**config.mk**
```make
export PLATFORM = sky130hd
export DESIGN_NAME = dmem_port_arbiter
export DESIGN_NICKNAME = d
export VERILOG_FILES = /design/src/rtl/dmem_port_arbiter.sv
export SDC_FILE = /design/constraint.sdc
export NUM_CORES = 1
export LEC_CHECK = 0
export BUFFER_PORTS_ARGS = -buffer_cell sky130_fd_sc_hd__clkbuf_2
export CAP_MARGIN = 25
export CORE_MARGIN = 5
export CORE_UTILIZATION = 46
export CTS_BUF_LIST = sky130_fd_sc_hd__clkbuf_4
export DETAILED_ROUTE_END_ITERATION = 12
export PLACE_DENSITY = 0.88
export SLEW_MARGIN = 30
export SYNTH_ARGS = -nofsm -noshare
export SYNTH_HDL_FRONTEND = slang
export SYNTH_SLANG_ARGS = --single-unit
```
**constraint.sdc**
```tcl
create_clock -name clock -period 4.1 [get_ports clock]
set_clock_uncertainty 0.15 [all_clocks]
set_input_delay 0.615 -clock clock [delete_from_list [all_inputs] [get_ports clock]]
set_output_delay 0.615 -clock clock [all_outputs]
set_load 0.02 [all_outputs]
```
**src/rtl/dmem_port_arbiter.sv**
```systemverilog
`default_nettype none
// ============================================================================
//  Module      : dmem_port_arbiter
//  Description : Shares a single-port synchronous dmem between the processor
//                port (P) and an auxiliary master port (X). Every access runs
//                IDLE -> ISSUE -> RESP so the one-cycle dmem read latency is
//                hidden behind a req/ack handshake.
//                Build option DMEM_ARB_RR_EN selects round-robin arbitration;
//                otherwise P has fixed priority with a MAX_WAIT starvation
//                guard for X.
//  Revision    : 1.0 - initial release
// ============================================================================
module dmem_port_arbiter #(
    parameter int ADDR_W   = 12,
    parameter int DATA_W   = 32,
    parameter int MAX_WAIT = 4
) (
    input  logic              clock,
    input  logic              reset,
    // processor port
    input  logic              p_req,
    input  logic              p_wren,
    input  logic [ADDR_W-1:0] p_addr,
    input  logic [DATA_W-1:0] p_wdata,
    output logic [DATA_W-1:0] p_rdata,
    output logic              p_ack,
    // auxiliary port
    input  logic              x_req,
    input  logic              x_wren,
    input  logic [ADDR_W-1:0] x_addr,
    input  logic [DATA_W-1:0] x_wdata,
    output logic [DATA_W-1:0] x_rdata,
    output logic              x_ack,
    // dmem side
    output logic [ADDR_W-1:0] dmem_address,
    output logic [DATA_W-1:0] dmem_data,
    output logic              dmem_wren,
    input  logic [DATA_W-1:0] dmem_q,
    output logic              busy
);

    typedef enum logic [1:0] {
        S_IDLE  = 2'd0,
        S_ISSUE = 2'd1,
        S_RESP  = 2'd2
    } state_t;

    // The starvation counter is 4 bits wide, so MAX_WAIT must fit in 1..15.
    if (MAX_WAIT < 1 || MAX_WAIT > 15) begin : g_bad_max_wait
        $error("dmem_port_arbiter: MAX_WAIT must be in 1..15");
    end

    state_t            r_state;
    state_t            w_state_nxt;
    logic              w_any_req;
    logic              w_grant_x;
    logic              r_grant_x;
    logic              r_p_ack;
    logic              r_x_ack;
    logic [ADDR_W-1:0] r_dmem_address;
    logic [DATA_W-1:0] r_dmem_data;
    logic              r_dmem_wren;

    assign w_any_req = p_req | x_req;

`ifdef DMEM_ARB_RR_EN
    // Remembers which port won the most recent grant (1 = X).
    logic r_last_grant_x;

    // On a tie the port that did not win last time gets the grant.
    assign w_grant_x = x_req & (~p_req | ~r_last_grant_x);

    // Track the last winner at every grant.
    always_ff @(posedge clock or posedge reset) begin
        if (reset) begin
            r_last_grant_x <= 1'b0;
        end else if (r_state == S_IDLE && w_any_req) begin
            r_last_grant_x <= w_grant_x;
        end
    end
`else
    localparam logic [3:0] c_max_wait = 4'(MAX_WAIT);

    // Number of consecutive P grants that X has lost.
    logic [3:0] r_wait_cnt;

    // P wins unless X has waited MAX_WAIT grants in a row.
    assign w_grant_x = x_req & (~p_req | (r_wait_cnt == c_max_wait));

    // Starvation counter: counts P grants against a pending X, clears otherwise.
    always_ff @(posedge clock or posedge reset) begin
        if (reset) begin
            r_wait_cnt <= 4'd0;
        end else if (r_state == S_IDLE) begin
            if (!x_req || w_grant_x) begin
                r_wait_cnt <= 4'd0;
            end else if (r_wait_cnt != c_max_wait) begin
                r_wait_cnt <= r_wait_cnt + 4'd1;
            end
        end
    end
`endif

    // State register.
    always_ff @(posedge clock or posedge reset) begin
        if (reset) begin
            r_state <= S_IDLE;
        end else begin
            r_state <= w_state_nxt;
        end
    end

    // Next-state logic: an access always walks ISSUE then RESP back to IDLE.
    always_comb begin
        w_state_nxt = r_state;
        case (r_state)
            S_IDLE:  if (w_any_req) w_state_nxt = S_ISSUE;
            S_ISSUE: w_state_nxt = S_RESP;
            S_RESP:  w_state_nxt = S_IDLE;
            default: w_state_nxt = S_IDLE;
        endcase
    end

    // Datapath: latch the winner in IDLE, drive dmem in ISSUE, ack in RESP.
    always_ff @(posedge clock or posedge reset) begin
        if (reset) begin
            r_grant_x      <= 1'b0;
            r_p_ack        <= 1'b0;
            r_x_ack        <= 1'b0;
            r_dmem_address <= '0;
            r_dmem_data    <= '0;
            r_dmem_wren    <= 1'b0;
        end else begin
            case (r_state)
                S_IDLE: begin
                    r_p_ack     <= 1'b0;
                    r_x_ack     <= 1'b0;
                    r_dmem_wren <= 1'b0;
                    if (w_any_req) begin
                        r_grant_x      <= w_grant_x;
                        r_dmem_address <= w_grant_x ? x_addr  : p_addr;
                        r_dmem_data    <= w_grant_x ? x_wdata : p_wdata;
                        r_dmem_wren    <= w_grant_x ? x_wren  : p_wren;
                    end
                end
                S_ISSUE: begin
                    r_dmem_wren <= 1'b0;
                    r_p_ack     <= ~r_grant_x;
                    r_x_ack     <= r_grant_x;
                end
                default: begin
                    r_dmem_wren <= 1'b0;
                    r_p_ack     <= 1'b0;
                    r_x_ack     <= 1'b0;
                end
            endcase
        end
    end

    // Read data is steered only to the acknowledged port; the other sees zero.
    assign p_rdata      = r_p_ack ? dmem_q : '0;
    assign x_rdata      = r_x_ack ? dmem_q : '0;
    assign p_ack        = r_p_ack;
    assign x_ack        = r_x_ack;
    assign dmem_address = r_dmem_address;
    assign dmem_data    = r_dmem_data;
    assign dmem_wren    = r_dmem_wren;
    assign busy         = (r_state != S_IDLE);

endmodule
`default_nettype wire

```
# After elaboration in Yosys (flattened, before gate mapping)
# Index checks and enable logic that the tools add are counted.
# classes
n_reduce_logical	7
mul	0
n_addsub	1
muxes	13
div	0
eq_ne	4
shift	0
magnitude_cmp	0
n_bitwise	5
# op_table
op	count
two-way mux 32 bit	3
two-way mux 12 bit	1
two-way mux 4 bit	2
two-way mux 1 bit	5
adder 4 x 1 -> 4 bit, second input constant	1
== test 4 x 3 -> 1 bit, second input constant	1
inequality test 4 x 3 -> 1 bit, second input constant	1
one-hot mux 2 bit (2 select lines)	1
AND reduction 2 bit	2
nonzero test 2 bit	2
== test 2 x 1 -> 1 bit, second input constant	1
zero test 2 bit	1
two-way mux 2 bit	1
inequality test 2 bit, second input constant	1
inverter 1 bit	2
OR 1 bit	2
bitwise AND 1 bit	1
zero test 1 bit	1
logical OR 1 bit	1
# totals
latch_bits	0
mem_bits_rw	0
wordCells	38
memories	0
rom_bits	0
regBits	54
output_inout_bits	112
input_bits	126

# Depth between registers and ports, before layout
# logic_depth
ltp_word	6
ltp_mapped	7
ltp_nobuf	5

# Worst setup path after synthesis
# Ideal clock, no wire load.
# synth_timing
path_kind	register to output
startpoint	reg r_state[0]
endpoint	out busy
n_path_buf	2
arrival_ns	1.064
slack_ns	2.271
required_time_ns	3.335
path_stages_with_launch	5
path_cell_list	dfrtp_1 nor2_1 buf_2 buf_2 inv_2
# synth_via
elab_chain_len	1
# synth_rtl
element	line	text
start: declaration	53	state_t r_state;
start signal: assignment	109	r_state <= w_state_nxt;
nonzero test 2 bit	168	assign busy = (r_state != S_IDLE);
end: declaration	39	output logic busy
# Every way passes these cells.

# Worst setup path after layout
# layout_timing
startpoint	reg r_wait_cnt[0]
endpoint	reg r_dmem_data[27] (netlist: dmem_data[27])
# layout_via
elab_chain_len	4
# layout_rtl
element	line	text
start: declaration	85	logic [3:0] r_wait_cnt;
start signal: assignment	98	r_wait_cnt <= r_wait_cnt + 4'd1;
== test 4 x 3 -> 1 bit	88	assign w_grant_x = x_req & (~p_req | (r_wait_cnt == c_max_wait));
OR 1 bit	88	
bitwise AND 1 bit	88	
two-way mux 32 bit	142	r_dmem_data <= w_grant_x ? x_wdata : p_wdata;
end signal: assignment	142	
end: declaration	61	logic [DATA_W-1:0] r_dmem_data;
# Every way passes these cells.
# A chain may end at the register's enable or synchronous reset.

==> impl_metrics.json <==
{
  "cts_resized": 0,
  "floorplan.io_pins": 238,
  "critPathMaxFanout": 47,
  "via_count": 3724,
  "core_um2": 7250,
  "layout-drive-gt1-share": 0.494,
  "ff2ff_path_depth": 7,
  "first_iter_violations": 205,
  "relSlewSlack": 0.522,
  "cts.reportedPaths.clkPinSlew_ns": 0.17,
  "timing.final.max_slew_violations": 0,
  "grt_pass1_wl_um": 16600,
  "cp_startpoint_kind": "register",
  "crit_path_end_kind": "register",
  "postCtsSetupRepairBufs": 0,
  "largest_area_contributor_in_the_netlist": "sky130_fd_sc_hd__dfrtp_1",
  "synth_cells": 370,
  "cts_root_cell": "sky130_fd_sc_hd__clkbuf_4",
  "critPathKind": "register to register",
  "vias_per_cell": 5.48,
  "outcome": "complete, no violations",
  "clock_tree_from_tritoncts": "done",
  "synth.lib_cells_used.distinct": 33,
  "synth_area_per_cell_um2": 9.27,
  "die_area_um2": 9280,
  "final_min_period_over_clock_period": 0.666,
  "synth_nets": 498,
  "timing_worst_slew_pin_value_ns": 0.718,
  "post-place-cells": 672,
  "initial_core_util": 0.473,
  "grt_start_max_net_pins": 55,
  "grt_setup_unrepaired": "no",
  "dr.pass1.iters": 5,
  "synthesis.area_um2": 3430,
  "fin_cells": 680,
  "area_growth_syn_to_layout_pct": 36.9,
  "synth_top_cell_area_share": 0.394,
  "worstHoldPathType": "primary input to asynchronous set/reset pin",
  "sequential_cell_area_um2": 1350,
  "globalplace.congestion": 0.825,
  "mostFrequentLayoutCells": "237 x sky130_fd_sc_hd__clkbuf_2, 66 x sky130_fd_sc_hd__and2_1, 54 x sky130_fd_sc_hd__dfrtp_1, 47 x sky130_fd_sc_hd__inv_1, 45 x sky130_fd_sc_hd__nand3_1",
  "routedWlPerCell_um": 16.8,
  "fin_nets": 708,
  "clkLatencyLatePin_ns": 0.36,
  "port-buffer-count": 237,
  "via_count_of_the_first_global_routing_pass": 3436,
  "grt_usage": 0.225,
  "synth.ff_latch_count": 54,
  "power.ir.vdd_worst_mv": 0.541,
  "multi_input_comb_area_um2": 1690,
  "seq_area_frac_synth": 0.394,
  "clock_tree.buffer_depth": 2,
  "std_cell_rows": 31,
  "cts_made_buffers": 5,
  "ctsHtreeMaxLevel": 2,
  "die_height_um": 96.3,
  "maxCapViolations": 0,
  "data_arrival_time_of_the_worst_path_ns": 2.82,
  "synthTopCellsByArea": "sky130_fd_sc_hd__dfrtp_1 39%, sky130_fd_sc_hd__o221ai_2 13%, sky130_fd_sc_hd__and2_1 12%, sky130_fd_sc_hd__nand4_1 8.0%, sky130_fd_sc_hd__nand3_1 6.6%",
  "ant_nets": 0,
  "die_w_um": 96.3,
  "globalRoute.totalOverflow": 0,
  "grt_antenna_before_repair": 0,
  "setup_violations": 0,
  "cellLeakagePower_nw": 2.47,
  "power_density_nw_per_um2": 691,
  "cts_hold_buf": 0,
  "total_neg_setup_slack_ns": 0,
  "final_common_cell": "sky130_fd_sc_hd__clkbuf_2",
  "cts.sink_count": 54,
  "worstPathRequired_ns": 4.19,
  "fillers": 592,
  "wl_um": 11500,
  "timing.final.crit_period_ns": 2.73,
  "fmaxAchievable_ghz": 0.366,
  "antenna_cells": 0,
  "synth_warnings": 0,
  "timing_hold_violations_final": 0,
  "drc": 0,
  "dpl.hpwl_um": 8620
}
==> power breakdown <==
| group | switching, mW | total (mW) | internal [mW] |
|---|---|---|---|
| clock | 0.175 | 0.367 | 0.191 |
| sequential | 0.196 | 0.965 | 0.769 |
| combinational | 1.21 | 1.91 | 0.696 |
==> synth_stat cells <==
library cell / instances
sky130_fd_sc_hd__and3_1: 1
sky130_fd_sc_hd__buf_6: 5
sky130_fd_sc_hd__nand2b_1: 1
sky130_fd_sc_hd__ha_1: 2
sky130_fd_sc_hd__buf_1: 4
sky130_fd_sc_hd__o221ai_2: 30
sky130_fd_sc_hd__clkbuf_1: 20
sky130_fd_sc_hd__o221ai_1: 14
sky130_fd_sc_hd__nand3_1: 45
sky130_fd_sc_hd__and2_4: 1
sky130_fd_sc_hd__nand4_1: 44
sky130_fd_sc_hd__dfrtp_1: 54
sky130_fd_sc_hd__nor2_1: 1
sky130_fd_sc_hd__buf_4: 3
sky130_fd_sc_hd__or2_1: 2
sky130_fd_sc_hd__nand2_1: 3
sky130_fd_sc_hd__o21ai_1: 1
sky130_fd_sc_hd__and2_1: 67
sky130_fd_sc_hd__o21ai_0: 1
sky130_fd_sc_hd__nor2b_1: 1
sky130_fd_sc_hd__nand4b_1: 1
sky130_fd_sc_hd__buf_2: 9
sky130_fd_sc_hd__o21a_1: 1
sky130_fd_sc_hd__inv_2: 1
sky130_fd_sc_hd__nand3b_1: 1
sky130_fd_sc_hd__mux2i_1: 2
sky130_fd_sc_hd__inv_1: 48
sky130_fd_sc_hd__nor3_1: 1
sky130_fd_sc_hd__o31ai_1: 1
sky130_fd_sc_hd__o2bb2ai_1: 2
sky130_fd_sc_hd__and3b_1: 1
sky130_fd_sc_hd__o22ai_1: 1
sky130_fd_sc_hd__a21boi_0: 1
==> registers in the layout, summed over array words and instances (netlist names) <==
name          cells
dmem_data        32
r_wait_cnt        4
p_ack             1
dmem_wren         1
r_grant_x         1
dmem_address     12
x_ack             1
r_state           2
==> cell families (layout without fill, tap and decap cells) <==
| group | after synthesis | after routing | share of synthesized area |
|---|---|---|---|
| fa+ha+maj | 2 | 2 | 0.00730 |
| buf+inv | 90 | 301 | 0.116 |
| compound gates | 52 | 52 | 0.184 |
| flops | 54 | 54 | 0.394 |
| mux | 2 | 2 | 0.00584 |
| simple gates | 170 | 170 | 0.293 |
==> path summary, 6_finish.rpt <==
path	startpoint	end	slack (ns)
min	reset	dmem_data[29]$_DFFE_PP0P_	0.14
max in group asynchronous	reset	r_wait_cnt[3]$_DFFE_PP0P_	3.18
min reg2reg	r_grant_x$_DFFE_PP0P_	x_ack$_DFF_PP0_	0.35
min in group clock	p_wdata[12]	dmem_data[12]$_DFFE_PP0P_	0.34
max reg2reg	r_wait_cnt[0]$_DFFE_PP0P_	dmem_data[27]$_DFFE_PP0P_	1.37
max	r_wait_cnt[0]$_DFFE_PP0P_	dmem_data[27]$_DFFE_PP0P_	1.37
==> per-stage QoR <==
stage                     cell area [um2]   util  total power, mW  hold slack (ns)  worst slack (ns)
after floorplan                      3430      -             2.33            0.304              2.02
after global placement               4590  0.632             2.83            0.323              1.43
after detailed placement             4590  0.633             2.90            0.323              1.35
after CTS                            4690  0.647             3.26            0.167              1.41
after global routing                 4690  0.647             3.45            0.203              1.27
final                                4690  0.647             3.24            0.141              1.37
==> metal layers <==
metal	share of wire	up-vias	global-route usage
li1	-	1739	-
met1	0.38	1772	0.281
met2	0.52	201	0.403
met3	0.086	12	0.0414
met4	0.011	0	0.0502
met5	0	-	0
==> worst max-delay path, cell delays in order, from the launching register on <==
cell and delay, ns:
sky130_fd_sc_hd__dfrtp_1 0.42, sky130_fd_sc_hd__inv_1 0.09, sky130_fd_sc_hd__ha_1 0.22, sky130_fd_sc_hd__nand4b_1 0.10
sky130_fd_sc_hd__buf_4 0.42, sky130_fd_sc_hd__and2_2 0.63, sky130_fd_sc_hd__buf_4 0.40, sky130_fd_sc_hd__o221ai_1 0.15
==> cell type report <==
class	instances	area share
clock buffers	5	0.00800
clock inverters	3	0.0147
inverters	49	0.0397
multi-input cells	226	0.360
flip-flops and latches	54	0.288
well taps	99	0.0264
repair buffers	244	0.264
(Power assumes the default switching activity.)
